$ cat config.mk
export PLATFORM = sky130hd
export DESIGN_NAME = m_load_unit
export DESIGN_NICKNAME = d
export VERILOG_FILES = /design/src/rtl/m_load_pkg.sv /design/src/rtl/m_load_align.sv /design/src/rtl/m_load_unit.sv
export SDC_FILE = /design/constraint.sdc
export NUM_CORES = 1
export LEC_CHECK = 0
export CAP_MARGIN = 20
export CELL_PAD_IN_SITES_DETAIL_PLACEMENT = 1
export CELL_PAD_IN_SITES_GLOBAL_PLACEMENT = 2
export CORE_ASPECT_RATIO = 0.75
export CORE_MARGIN = 2
export CORE_UTILIZATION = 25
export DETAILED_ROUTE_END_ITERATION = 6
export DONT_BUFFER_PORTS = 1
export PLACE_DENSITY_LB_ADDON = 0.1
export SETUP_SLACK_MARGIN = 0.4
export SLEW_MARGIN = 5
export SYNTH_ARGS = -nofsm -noshare
export SYNTH_HDL_FRONTEND = slang
export SYNTH_HIERARCHICAL = 1
export SYNTH_SLANG_ARGS = --single-unit
$ cat constraint.sdc
create_clock -name clk -period 4.65 [get_ports clk]
set_clock_uncertainty 0.05 [all_clocks]
set_input_delay 0.93 -clock clk [delete_from_list [all_inputs] [get_ports clk]]
set_output_delay 0.93 -clock clk [all_outputs]
set_load 0.05 [all_outputs]
$ cat src/rtl/m_load_pkg.sv
// Shared definitions for the load unit: op codes, exception codes and FSM states.
package m_load_pkg;

  localparam int DATA_W = 32;

  localparam logic [2:0] OP_LW  = 3'd1;
  localparam logic [2:0] OP_LH  = 3'd2;
  localparam logic [2:0] OP_LHU = 3'd3;
  localparam logic [2:0] OP_LB  = 3'd4;
  localparam logic [2:0] OP_LBU = 3'd5;

  localparam logic [4:0] EXC_NONE = 5'd0;
  localparam logic [4:0] EXC_ADEL = 5'd4;
  localparam logic [4:0] EXC_DBE  = 5'd7;

  typedef enum logic [1:0] {
    ST_IDLE  = 2'd0,
    ST_WAIT  = 2'd1,
    ST_HOLD  = 2'd2,
    ST_DRAIN = 2'd3
  } loadState_t;

  function automatic logic isLoadOp(input logic [2:0] op);
    return (op >= OP_LW) && (op <= OP_LBU);
  endfunction

  // Words need a 4-byte boundary, halves a 2-byte boundary; bytes never fault.
  function automatic logic isMisaligned(input logic [2:0] op, input logic [1:0] addrLo);
    case (op)
      OP_LW:         return addrLo != 2'b00;
      OP_LH, OP_LHU: return addrLo[0];
      default:       return 1'b0;
    endcase
  endfunction

endpackage

$ cat src/rtl/m_load_align.sv
// Selects the addressed byte/half of a memory word and sign- or zero-extends it.
module m_load_align
  import m_load_pkg::*;
(
  input  logic [2:0]        op,
  input  logic [1:0]        addr,
  input  logic [DATA_W-1:0] word,
  output logic [DATA_W-1:0] data
);

  logic signed [15:0] halfSel;
  logic signed [7:0]  byteSel;

  always_comb begin
    halfSel = addr[1] ? word[31:16] : word[15:0];
    case (addr)
      2'd0:    byteSel = word[7:0];
      2'd1:    byteSel = word[15:8];
      2'd2:    byteSel = word[23:16];
      default: byteSel = word[31:24];
    endcase
    case (op)
      OP_LW:   data = word;
      OP_LH:   data = {{16{halfSel[15]}}, halfSel};
      OP_LHU:  data = {16'h0000, halfSel};
      OP_LB:   data = {{24{byteSel[7]}}, byteSel};
      OP_LBU:  data = {24'h000000, byteSel};
      default: data = '0;
    endcase
  end

endmodule

$ cat src/rtl/m_load_unit.sv
// Load unit: one outstanding aligned read, flush/drain handling, held response.
// Optional WAIT/DRAIN timeout enabled by defining LOAD_TIMEOUT_EN.
module m_load_unit
  import m_load_pkg::*;
#(
  parameter int TIMEOUT_CYCLES = 255
) (
  input  logic              clk,
  input  logic              reset,
  input  logic              req_valid,
  output logic              req_ready,
  input  logic [DATA_W-1:0] req_addr,
  input  logic [2:0]        req_op,
  input  logic              req_flush,
  output logic              mem_rd_en,
  output logic [DATA_W-1:0] mem_addr,
  input  logic              mem_rd_ack,
  input  logic [DATA_W-1:0] mem_rd_data,
  output logic              rsp_valid,
  input  logic              rsp_ready,
  output logic [DATA_W-1:0] rsp_data,
  output logic [4:0]        rsp_exc
);

  if (TIMEOUT_CYCLES < 1 || TIMEOUT_CYCLES > 255) begin : gBadTimeout
    $error("TIMEOUT_CYCLES must be in 1..255");
  end

  loadState_t        state;
  logic [DATA_W-1:0] addrReg;
  logic [2:0]        opReg;
  logic [DATA_W-1:0] rspDataReg;
  logic [4:0]        rspExcReg;
  logic [DATA_W-1:0] alignedData;
  logic              accept;

`ifdef LOAD_TIMEOUT_EN
  localparam logic [7:0] TIMEOUT_LAST = 8'(TIMEOUT_CYCLES - 1);
  logic [7:0] waitCnt;
`endif

  m_load_align uAlign (
    .op   (opReg),
    .addr (addrReg[1:0]),
    .word (mem_rd_data),
    .data (alignedData)
  );

  assign req_ready = (state == ST_IDLE) && !req_flush;
  assign accept    = req_valid && req_ready && isLoadOp(req_op);
  // DRAIN keeps the strobe up so the abandoned read still completes on the bus.
  assign mem_rd_en = (state == ST_WAIT) || (state == ST_DRAIN);
  assign mem_addr  = (state == ST_WAIT) ? {addrReg[31:2], 2'b00} : '0;
  assign rsp_valid = (state == ST_HOLD);
  assign rsp_data  = rsp_valid ? rspDataReg : '0;
  assign rsp_exc   = rsp_valid ? rspExcReg : EXC_NONE;

  always_ff @(posedge clk or negedge reset) begin
    if (!reset) begin
      state      <= ST_IDLE;
      addrReg    <= '0;
      opReg      <= '0;
      rspDataReg <= '0;
      rspExcReg  <= EXC_NONE;
`ifdef LOAD_TIMEOUT_EN
      waitCnt    <= '0;
`endif
    end else begin
      case (state)
        ST_IDLE: begin
          if (accept) begin
            addrReg <= req_addr;
            opReg   <= req_op;
`ifdef LOAD_TIMEOUT_EN
            waitCnt <= '0;
`endif
            if (isMisaligned(req_op, req_addr[1:0])) begin
              state      <= ST_HOLD;
              rspDataReg <= '0;
              rspExcReg  <= EXC_ADEL;
            end else begin
              state <= ST_WAIT;
            end
          end
        end
        ST_WAIT: begin
`ifdef LOAD_TIMEOUT_EN
          waitCnt <= waitCnt + 8'd1;
`endif
          if (mem_rd_ack) begin
            if (req_flush) begin
              state <= ST_IDLE;
            end else begin
              state      <= ST_HOLD;
              rspDataReg <= alignedData;
              rspExcReg  <= EXC_NONE;
            end
          end else if (req_flush) begin
            state <= ST_DRAIN;
`ifdef LOAD_TIMEOUT_EN
          end else if (waitCnt == TIMEOUT_LAST) begin
            state      <= ST_HOLD;
            rspDataReg <= '0;
            rspExcReg  <= EXC_DBE;
`endif
          end
        end
        ST_HOLD: begin
          if (req_flush || rsp_ready) state <= ST_IDLE;
        end
        default: begin
`ifdef LOAD_TIMEOUT_EN
          // The count keeps running from WAIT, so the limit bounds the whole read.
          waitCnt <= waitCnt + 8'd1;
          if (mem_rd_ack || waitCnt >= TIMEOUT_LAST) state <= ST_IDLE;
`else
          if (mem_rd_ack) state <= ST_IDLE;
`endif
        end
      endcase
    end
  end

endmodule

-- After elaboration in Yosys (flattened, before gate mapping)
Cells that the tools add are included.
- register bits: 74
- bits of input ports: 73
- logic and storage cells: 69
- output and inout port bits: 72
- equal/unequal tests: 19
- multiplexer cells: 27
- order comparisons: 2
- reduce and logical (&&, ||, !) cells: 16
- operator list (kind ; number):
    32-bit 2-to-1 mux ; 6
    32-bit one-hot mux with 5 select lines ; 1
    32-bit one-hot mux with 2 select lines ; 1
    5-bit 2-to-1 mux ; 5
    8-bit one-hot mux with 3 select lines ; 1
    16-bit 2-to-1 mux ; 1
    2-bit 2-to-1 mux ; 7
    3-bit by 2-bit == test with 1-bit output (second input constant) ; 4
    5-bit one-hot mux with 2 select lines ; 1
    2-bit == test (second input constant) ; 3
    3-bit by 1-bit == test with 1-bit output (second input constant) ; 2
    3-bit == test (second input constant) ; 2
    2-bit != test (second input constant) ; 3
    2-bit one-hot mux with 3 select lines ; 1
    5-bit AND reduction ; 1
    2-bit by 1-bit == test with 1-bit output (second input constant) ; 2
    1-bit logical AND ; 4
    2-bit logical NOT ; 2
    2-bit by 1-bit != test with 1-bit output (second input constant) ; 2
    4-bit AND reduction ; 1
    2-bit nonzero test ; 2
    4-bit nonzero test ; 1
    3-bit by 1-bit greater-or-equal comparator with 1-bit output (second input constant) ; 1
    3-bit <= comparator (second input constant) ; 1
    other kinds (7) ; 9

-- Longest topological paths before layout
Gate-level depths: netlist of the first run.
- depth in word-level cells: 9
- gate-level depth with buffers: 6
- depth with buffers taken out: 4

-- Modules after synthesis
The synthesis of the first run kept the hierarchy.
- modules (own cells, without submodules) (module ; area an instance (sq um) ; cells each ; times used ; seq. area each (sq um)):
    m_load_unit ; 3300.7 ; 255 ; 1 ; 1751.7
    m_load_align ; 865.8 ; 109 ; 1 ; 0.0

-- Least setup slack after synthesis of the first run
Ideal clock, no wire load.
- kind: reg-to-output
- from: reg state[1]
- to: out rsp_data[22]
- slack: 1.838 ns
- cell stages (with the launch flop): 5
- arrival: 1.832 ns
- path buffers: 1
- path through: dfrtp_1 > inv_2 > nor2_1 > clkbuf_1 > and2_1
- cells in the longest elaborated chain, start to end: 2
- RTL lines (item ; RTL line ; text):
    start: declaration ; m_load_unit.sv:29 ; loadState_t state;
    start signal: assignment ; m_load_unit.sv:60 ; state <= ST_IDLE;
    start signal: assignment ; m_load_unit.sv:78 ; state <= ST_HOLD;
    start signal: assignment ; m_load_unit.sv:82 ; state <= ST_WAIT;
    2-bit == test ; m_load_unit.sv:54 ; assign rsp_valid = (state == ST_HOLD);
    via rsp_valid ; m_load_unit.sv:19 ; output logic rsp_valid,
    32-bit 2-to-1 mux ; m_load_unit.sv:55 ; assign rsp_data = rsp_valid ? rspDataReg : '0;
    end: declaration ; m_load_unit.sv:21 ; output logic [DATA_W-1:0] rsp_data,
The timed path passes the listed nets, and every way through them passes these cells.

-- Worst setup path in the final report of the first run
- from: reg state[0]
- to: out rsp_data[13]
The elaborated chain is that of the path after synthesis.

==> results of run 1 <==
[path summary, 6_finish.rpt]
check,from,endpoint,slack (ps),depth (start not counted)
worst max-delay path,state[0]$_DFFE_PN0P_,rsp_data[13],1170,2
worst max register to register,state[0]$_DFFE_PN0P_,rspDataReg[0]$_DFFE_PN0P_,1860,4
worst min register to register,rspDataReg[2]$_DFFE_PN0P_,rspDataReg[2]$_DFFE_PN0P_,440,1
max in group asynchronous,reset,rspDataReg[5]$_DFFE_PN0P_,4130,0
worst min-delay path,reset,rspDataReg[30]$_DFFE_PN0P_,240,0
min in group clk,rspDataReg[2]$_DFFE_PN0P_,rspDataReg[2]$_DFFE_PN0P_,440,1
[metrics by stage]
step / total power (W) / setup slack, ps / utilization
after floorplan: 0.00187 / 1840 / -
after global placement: 0.00206 / 1300 / 0.263
after detailed placement: 0.00207 / 1220 / 0.263
after CTS: 0.00290 / 842 / 0.284
after global routing: 0.00303 / 988 / 0.285
final: 0.00284 / 1170 / 0.285
[cells in the final DEF (no fill, tap or decap), drive strengths merged, types with 3 or more instances in the layout]
| master | synthesis | layout |
|---|---|---|
| and2 | 64 | 64 |
| nor3b | 3 | 3 |
| inv | 4 | 4 |
| nand2 | 10 | 10 |
| buf | 25 | 4 |
| a21oi | 17 | 17 |
| a211o | 17 | 17 |
| o31ai | 3 | 3 |
| mux4 | 7 | 7 |
| a22oi | 8 | 8 |
| a22o | 33 | 33 |
| nor2b | 5 | 5 |
| mux2i | 4 | 4 |
| conb | 1 | 6 |
| dfrtp | 70 | 70 |
| bufinv | 0 | 3 |
| clkbuf | 12 | 9 |
| o21ai | 18 | 18 |
| mux2 | 41 | 41 |
[critical path, delay by kind of cell (launching register included)]
kind          cells  cell delay (ps)
simple gates      2             1440
flops             1              700
[final cells by class]
| cell class | instances | share of cell area |
|---|---|---|
| sequential | 70 | 0.381 |
| timing repair buffer | 4 | 0.00816 |
| tap | 210 | 0.0571 |
| inverter | 4 | 0.00326 |
| multi-input combinational | 258 | 0.477 |
| clock buffer | 9 | 0.0490 |
| clock inverter | 6 | 0.0242 |
[state kept, by name, summed over array words and instances, names as in the netlist]
signal	count
opReg	3
addrReg	32
rspDataReg	32
state	2
rspExcReg	1
[power groups by stage]
stage / Sequential (W) / Combinational (W) / Clock [W]
detailed placement: 0.00108 / 0.000991 / 0
global placement: 0.00108 / 0.000981 / 0
floorplan: 0.000941 / 0.000932 / 0
CTS: 0.00107 / 0.00100 / 0.000823
global route: 0.00111 / 0.00107 / 0.000847
finish: 0.00107 / 0.000988 / 0.000789
[per-layer routing]
layer	vias to the layer above	global-route usage	routed length, um
met3	10	0.0378	723
met5	-	0	0
met4	0	0.0463	139
met1	1415	0.209	6120
li1	1283	-	-
met2	88	0.196	5460
[cells by family after synthesis]
| logic type | count (synthesis) |
|---|---|
| AOI/OAI and AO/OA | 101 |
| buffers and inverters | 41 |
| DFF | 70 |
| muxes | 52 |
| other | 1 |
| and+or+nand+nor | 99 |
==> impl_metrics.tcl, run 1 <==
set metrics [dict create \
    swShare 0.362 \
    multi_input_area_um2 2200 \
    synth.avg_cell_area_um2 11.4 \
    yosysTopAreaCellShare 0.420 \
    place_hpwl_um 8660 \
    period_minus_slack_ps 3480 \
    htreeDepth 3 \
    grt_max_degree 71 \
    p_comb_frac 0.348 \
    status "finished, final reports clean" \
    routedWlPerCell_um 22.2 \
    die_w_um 153 \
    crit_type "reg2out" \
    regArea_um2 1750 \
    grt-ovfl-total 0 \
    yosys-top-cells-count "dfrtp_1 (70), and2_1 (64), a22o_1 (32)" \
    placed_cells 545 \
    synthDistinctLibCells 46 \
    cp.arrival_ps 2500 \
    worstMarginPinSlew_ps 1140 \
    hold_buffers 0 \
    fmax_mhz 288 \
    num_rows 40 \
    worstSetupStartpointType "flip-flop" \
    antenna_found_initial 1 \
    drc 0 \
    worst_setup_path_end_kind "primary output" \
    synth_xor_area_frac 0 \
    synthMuxAreaShare 0.183 \
    cts_tree "built" \
    dr.pass1.iters 5 \
    maxCapViolCount 0 \
    clockPowerShare 0.277 \
    synthCells 364 \
    synth_top_family_by_area "multiplexers" \
    root_buffer "clkbuf_16" \
    synth_top_area_cell "dfrtp_1" \
    synthTopCellsByArea "dfrtp_1 (42%), mux2_4 (9.7%), and2_1 (9.6%)" \
    yosys.area_share.simple 0.155 \
    rsz0062_at_grt "no" \
    syn2layout_area_growth_pct 10.4 \
    ys_dominant_reg_cell "dfrtp_1" \
    finalCritPeriodShare 0.748 \
    maxSlewViolCount 0 \
    clock-sinks 70 \
    crit_fanout 33 \
    p_per_area_nw_per_um2 618 \
    insertion_delay_ps 330 \
    fin_setup_tns_ps 0 \
    yosysWarnings 6 \
    p_leak_nw 2.11 \
    final_cell_area_um2 4600 \
    synth_compound_area_frac 0.179 \
    switching_power_w 0.00103 \
    ios 145 \
    vias 2796 \
    drtAntennaViolNets 0 \
    synth_fa_ha_area_frac 0 \
    p_int_w 0.00181 \
    post_cts_buffers 0 \
    core_um2 16200 \
    grt_pass1_wl_um 18500 \
    drtIter0Drc 90 \
    relSlewSlack 0.237 \
    irDropWorstVdd_v 0.000184 \
    wl_um 12400 \
    synth-seq-cells 70 \
    io_buffer_count 0 \
    slowest_delay_ps 880 \
    die_h_um 116 \
    grtUsageTotal 0.141 \
    start_util 0.258 \
    setup_viol 0 \
    drive_above_1_share 0.236 \
    yosysMostFrequentCell "dfrtp_1" \
    synth_edf_count 0 \
    gp_congestion 0.746 \
    yosysSeqAreaShare 0.420 \
    viasPerCell 4.98 \
    die_area_um2 17700 \
    placed_cell_area_um2 4250 \
    worstPathRequired_ps 3670 \
    cts.path.max_buffers 2 \
    hold_path.class "in2async" \
    n_fill_cell 1753 \
    path_clk_slew_ps 60 \
    numCtsBuffers 9 \
    async_reset_ff_frac 1.00 \
    seqPwrFrac 0.375 \
    final-hold-violation-count 0 \
    nNetsFinal 420 \
    synth_area_um2 4170 \
    slowest_stage "nor2_4" \
    cp_cell_sequence "nor2_4 -> and2_1" \
    grt_pass1_vias 2867 \
    fin_cells 561 \
    timing.hold.ws_ps 237 \
    n_antenna_cell 0 \
    post_cts_resized 0 \
]
No activity file was read; power rests on OpenSTA's default activity.
==> run 2: changes to the inputs <==
- clock period: 4.65 -> 3.2 ns (I/O delays scaled with it)
==> run 2 against run 1 <==
Effect of this change: critical path type unchanged; flip-flop and latch count is the same; combinational power up 72%; non-clock buffer count rose by 69; global-route usage rose by 0.51 points; critical endpoint is now rsp_data[23]; cell count grew 13%; critical path depth rose by 2; first-iteration DRC count is 27% higher; via count is 9.6% higher.
==> impl_metrics.tcl, run 2 (same netlist as run 1, synthesis figures left out) <==
set metrics [dict create \
    seqPwrFrac 0.350 \
    cp.arrival_ps 1970 \
    viasPerCell 4.85 \
    fin_setup_tns_ps 0 \
    busiest_layer "met1" \
    crit_type "reg2out" \
    worst_setup_path_end_kind "primary output" \
    grt_pass1_wl_um 19900 \
    final-hold-violation-count 0 \
    reg.largest.list "addrReg (32), rspDataReg (32), opReg (3)" \
    crit_fanout 16 \
    drtAntennaViolNets 0 \
    clockPowerShare 0.243 \
    fin_cells 632 \
    setup_viol 0 \
    multi_input_area_um2 2200 \
    p_leak_nw 2.47 \
    grt_pass1_vias 3157 \
    drc 0 \
    period_minus_slack_ps 2660 \
    fmax_mhz 376 \
    use_met2 0.212 \
    worstSetupStartpointType "flip-flop" \
    die_h_um 116 \
    final_util 0.317 \
    worstPathRequired_ps 2510 \
    core_um2 16200 \
    die_w_um 153 \
    wl_um 13100 \
    grt-ovfl-total 0 \
    switching_power_w 0.00157 \
    start_util 0.258 \
    num_rows 40 \
    r2r_cells 6 \
    insertion_delay_ps 330 \
    regArea_um2 1750 \
    hold_path.class "in2async" \
    mostFrequentLayoutCells "dfrtp_1 (70), buf_4 (70), and2_1 (64), a22o_1 (32), mux2_4 (27)" \
    drtIter0Drc 114 \
    numCtsBuffers 9 \
    cts_tree "built" \
    post_cts_resized 0 \
    grt_max_degree 71 \
    status "finished, final reports clean" \
    maxCapViolCount 0 \
    power.total_w 0.00418 \
    die_area_um2 17700 \
    vias 3064 \
    grt.met3_usage 0.0322 \
    n_antenna_cell 0 \
    syn2layout_area_growth_pct 23.0 \
    grtUsageMet1 0.221 \
    antenna_found_initial 0 \
    drive_above_1_share 0.365 \
    swShare 0.375 \
    n_fill_cell 1789 \
    p_comb_frac 0.407 \
    placed_cells 614 \
    finalCritPeriodShare 0.831 \
    p_int_w 0.00262 \
    root_buffer "clkbuf_16" \
    place_hpwl_um 9040 \
    path_clk_slew_ps 70 \
    relSlewSlack 0.474 \
    grtUsageTotal 0.146 \
    dr.pass1.iters 4 \
    gp_congestion 0.723 \
    p_per_area_nw_per_um2 816 \
    io_buffer_count 0 \
    htreeDepth 3 \
    nNetsFinal 490 \
    maxSlewViolCount 0 \
    worstMarginPinSlew_ps 789 \
    cts.path.max_buffers 2 \
    routedWlPerCell_um 20.7 \
    ios 145 \
    rsz0062_at_grt "yes" \
    clock-sinks 70 \
    irDropWorstVdd_v 0.000300 \
]
## run 2: cell types whose count changed in the layout (fill, tap and decap cells not counted)
cell        delta
buf_12         +2
buf_16         +1
buf_4         +67
buf_8          -1
bufinv_16      -2
clkinv_4       +1
clkinvlp_4     +2
nor2_2         +1
## run 2: worst paths after layout
kind                                            startpoint                          to  slack, ps
worst max-delay path                  state[1]$_DFFE_PN0P_                rsp_data[23]        540
worst min-delay path                                 reset  rspDataReg[14]$_DFFE_PN0P_        150
worst max register to register        state[0]$_DFFE_PN0P_   rspDataReg[0]$_DFFE_PN0P_        860
worst min register to register  rspDataReg[27]$_DFFE_PN0P_  rspDataReg[27]$_DFFE_PN0P_        440
max in group asynchronous                            reset     addrReg[10]$_DFFE_PN0P_       2660
min in group clk                                 req_op[2]        opReg[2]$_DFFE_PN0P_        400
## run 2: through the flow
stage / setup WS [ps] / instance area [um2] / hold slack, ps
after floorplan: 678 / 4190 / 294
after global placement: 877 / 4790 / 297
after detailed placement: 808 / 4790 / 297
after CTS: 448 / 5120 / 156
after global routing: 376 / 5120 / 173
final: 541 / 5120 / 149
## run 2: layer usage
layer	part of all wire	wire, um
met2	0.44	5810
met5	0	0
met1	0.51	6600
met4	0.0068	89
met3	0.044	571
## run 2: layout make-up
| type | count | share of cell area |
|---|---|---|
| sequential | 70 | 0.342 |
| inverter | 4 | 0.00293 |
| multi-input combinational | 259 | 0.430 |
| clock buffer | 9 | 0.0439 |
| timing repair buffer | 73 | 0.116 |
| tap | 210 | 0.0513 |
| clock inverter | 7 | 0.0146 |
## run 2: repair_timing
action,4_1_cts,5_1_grt
setup endpoints to repair,0,3
endpoints found under the hold margin,70,0
buffers inserted,0,0
hold buffers,1,0
## run 2: worst max-delay path: stages (launching register included)
cell,delay [ps]
dfrtp_1,480
inv_2,130
nor2_2,590
and2_1,230
buf_4,200
## run 2: power by group through the flow
stage                     clock network (W)  logic (W)  registers (W)
after floorplan                           0    0.00135        0.00137
after global placement                    0    0.00166        0.00148
after detailed placement                  0    0.00168        0.00148
after CTS                           0.00106    0.00171        0.00147
after global routing                0.00110    0.00184        0.00152
final                               0.00102    0.00170        0.00146
==> run 3: changes to the inputs <==
- clock period: 3.2 -> 2.44 ns (I/O delays scaled with it)
==> run 3 against run 2 <==
Effect of this change: the run now ends with negative hold slack left; critical path type is now reg2reg; core utilization up 5.3 points; hold slack worse by 350 ps; largest cell class unchanged; wire length up 0.66%; non-clock buffer count up 7; combinational power up 48%; critical path depth unchanged; die area unchanged; flip-flop and latch count unchanged; highest routed layer unchanged; design area up 17%; clock-buffer cell count up 1; worst setup slack worse by 100 ps.
==> impl_metrics.tcl, run 3 (same netlist as run 1, synthesis figures left out) <==
set metrics [dict create \
    place_hpwl_um 9200 \
    cp_cell_sequence "or3b_2 -> o221a_2 -> a21oi_1 -> a22o_1" \
    gp_congestion 0.765 \
    drtIter0Drc 102 \
    viasPerCell 4.89 \
    reg.largest.list "addrReg (32), rspDataReg (32), opReg (3)" \
    worstPathRequired_ps 2660 \
    mostFrequentLayoutCells "dfrtp_1 (67), buf_12 (64), and2_1 (50), a22o_1 (32), mux2_4 (27)" \
    regArea_um2 1760 \
    drc 0 \
    slowest_delay_ps 540 \
    fin_setup_tns_ps 0 \
    die_w_um 153 \
    violations "negative hold slack" \
    grt_pass1_wl_um 20400 \
    p_comb_frac 0.429 \
    path_clk_slew_ps 60 \
    rsz0062_at_grt "yes" \
    final-hold-violation-count 70 \
    die_area_um2 17700 \
    p_per_area_nw_per_um2 981 \
    grtUsageTotal 0.150 \
    n_fill_cell 1740 \
    finalCritPeriodShare 0.821 \
    cts_tree "built" \
    maxCapViolCount 0 \
    crit_fanout 19 \
    multi_input_area_um2 2230 \
    start_util 0.258 \
    worst_setup_path_end_kind "flip-flop" \
    vias 3118 \
    htreeDepth 3 \
    grt_pass1_vias 3349 \
    core_um2 16200 \
    maxSlewViolCount 0 \
    cp.arrival_ps 2220 \
    clock-sinks 70 \
    ios 145 \
    fin_ws_ps 437 \
    numCtsBuffers 9 \
    crit_path_start "opReg[1]$_DFFE_PN0P_" \
    drive_above_1_share 0.414 \
    p_leak_nw 2.70 \
    setup_viol 0 \
    relSlewSlack 0.463 \
    n_antenna_cell 0 \
    fmax_mhz 499 \
    switching_power_w 0.00207 \
    io_buffer_count 0 \
    insertion_delay_ps 330 \
    worstMarginPinSlew_ps 805 \
    crit_type "reg2reg" \
    root_buffer "clkbuf_16" \
    seqPwrFrac 0.326 \
    final_common_cell "dfrtp_1" \
    dr.pass1.iters 7 \
    r2r-start "opReg[1]$_DFFE_PN0P_" \
    period_minus_slack_ps 2000 \
    dp_worst_setup_slack_ps 345 \
    p_int_w 0.00380 \
    routedWlPerCell_um 20.6 \
    swShare 0.353 \
    slowest_stage "dfrtp_2" \
    antenna_found_initial 0 \
    drtAntennaViolNets 0 \
    hold_path.class "in2async" \
    wl_um 13200 \
    grt-ovfl-total 0 \
    status "finished, violations left" \
    clockPowerShare 0.244 \
    syn2layout_area_growth_pct 43.6 \
    num_rows 40 \
    worstSetupStartpointType "flip-flop" \
    grt_max_degree 71 \
    timing.hold.ws_ps -204 \
    nNetsFinal 496 \
    irDropWorstVdd_v 0.000379 \
    die_h_um 116 \
    cts.path.max_buffers 2 \
]
[run 3: cell count changes in the layout (fill, tap and decap cells not counted), sizes merged]
cell	previous run	this run
nor2	3	2
clkinvlp	3	1
buf	73	80
clkbuf	9	10
bufinv	1	2
[run 3: power groups by stage]
| stage | clock [W] | combinational, W | sequential [W] |
|---|---|---|---|
| 2_1_floorplan | 0 | 0.00178 | 0.00179 |
| 3_3_place_gp | 0 | 0.00245 | 0.00193 |
| 3_5_place_dp | 0 | 0.00248 | 0.00193 |
| 4_1_cts | 0.00149 | 0.00253 | 0.00192 |
| 5_1_grt | 0.00154 | 0.00270 | 0.00199 |
| 6_report | 0.00144 | 0.00252 | 0.00192 |
[run 3: critical path, delay by kind of cell, from the launching register on]
family           cells  cell delay [ps]
AO/OA/AOI/OAI        3              830
flip-flops           1              540
AND/OR/NAND/NOR      1              510
[run 3: stage by stage]
stage	total power (W)	cell area, um2	hold slack (ps)	utilization	instances
final	0.00587	5980	-204	0.370	638
after global routing	0.00622	5980	-224	0.370	638
after CTS	0.00593	5960	-217	0.369	638
after detailed placement	0.00441	5590	145	0.346	619
after global placement	0.00438	5590	145	0.346	619
after floorplan	0.00357	4200	142	-	369
[run 3: final timing paths]
check                                        endpoint  slack (ps)  cells past startpoint
max                        rspDataReg[15]$_DFFE_PN0P_         440                      4
min                        rspDataReg[22]$_DFFE_PN0P_        -200                      0
max reg2reg                rspDataReg[15]$_DFFE_PN0P_         440                      4
min reg2reg                 rspDataReg[9]$_DFFE_PN0P_         440                      1
max in group asynchronous        opReg[1]$_DFFE_PN0P_        2420                      0
min in group clk              addrReg[10]$_DFFE_PN0P_         250                      1
[run 3: what timing repair did]
| action | in CTS | in global routing |
|---|---|---|
| endpoints found under the hold margin | 70 | 70 |
| buffers inserted | 3 | 0 |
| gates cloned | 0 | 0 |
| setup endpoints to repair | 96 | 72 |
| resized for setup | 10 | 8 |
[run 3: routing by layer]
layer | wire length [um] | global-route usage | vias to the layer above
met5 | 0 | 0 | -
met4 | 219 | 0.0438 | 0
met3 | 503 | 0.0325 | 18
met2 | 5800 | 0.221 | 86
met1 | 6630 | 0.221 | 1573
li1 | - | - | 1441
[run 3: cell type report]
class                   instances  share of cell area
clock buffers                  10              0.0383
clock inverters                 6              0.0144
inverters                       4             0.00251
multi-input cells             258               0.373
flip-flops and latches         70               0.293
well taps                     210              0.0439
repair buffers                 80               0.234
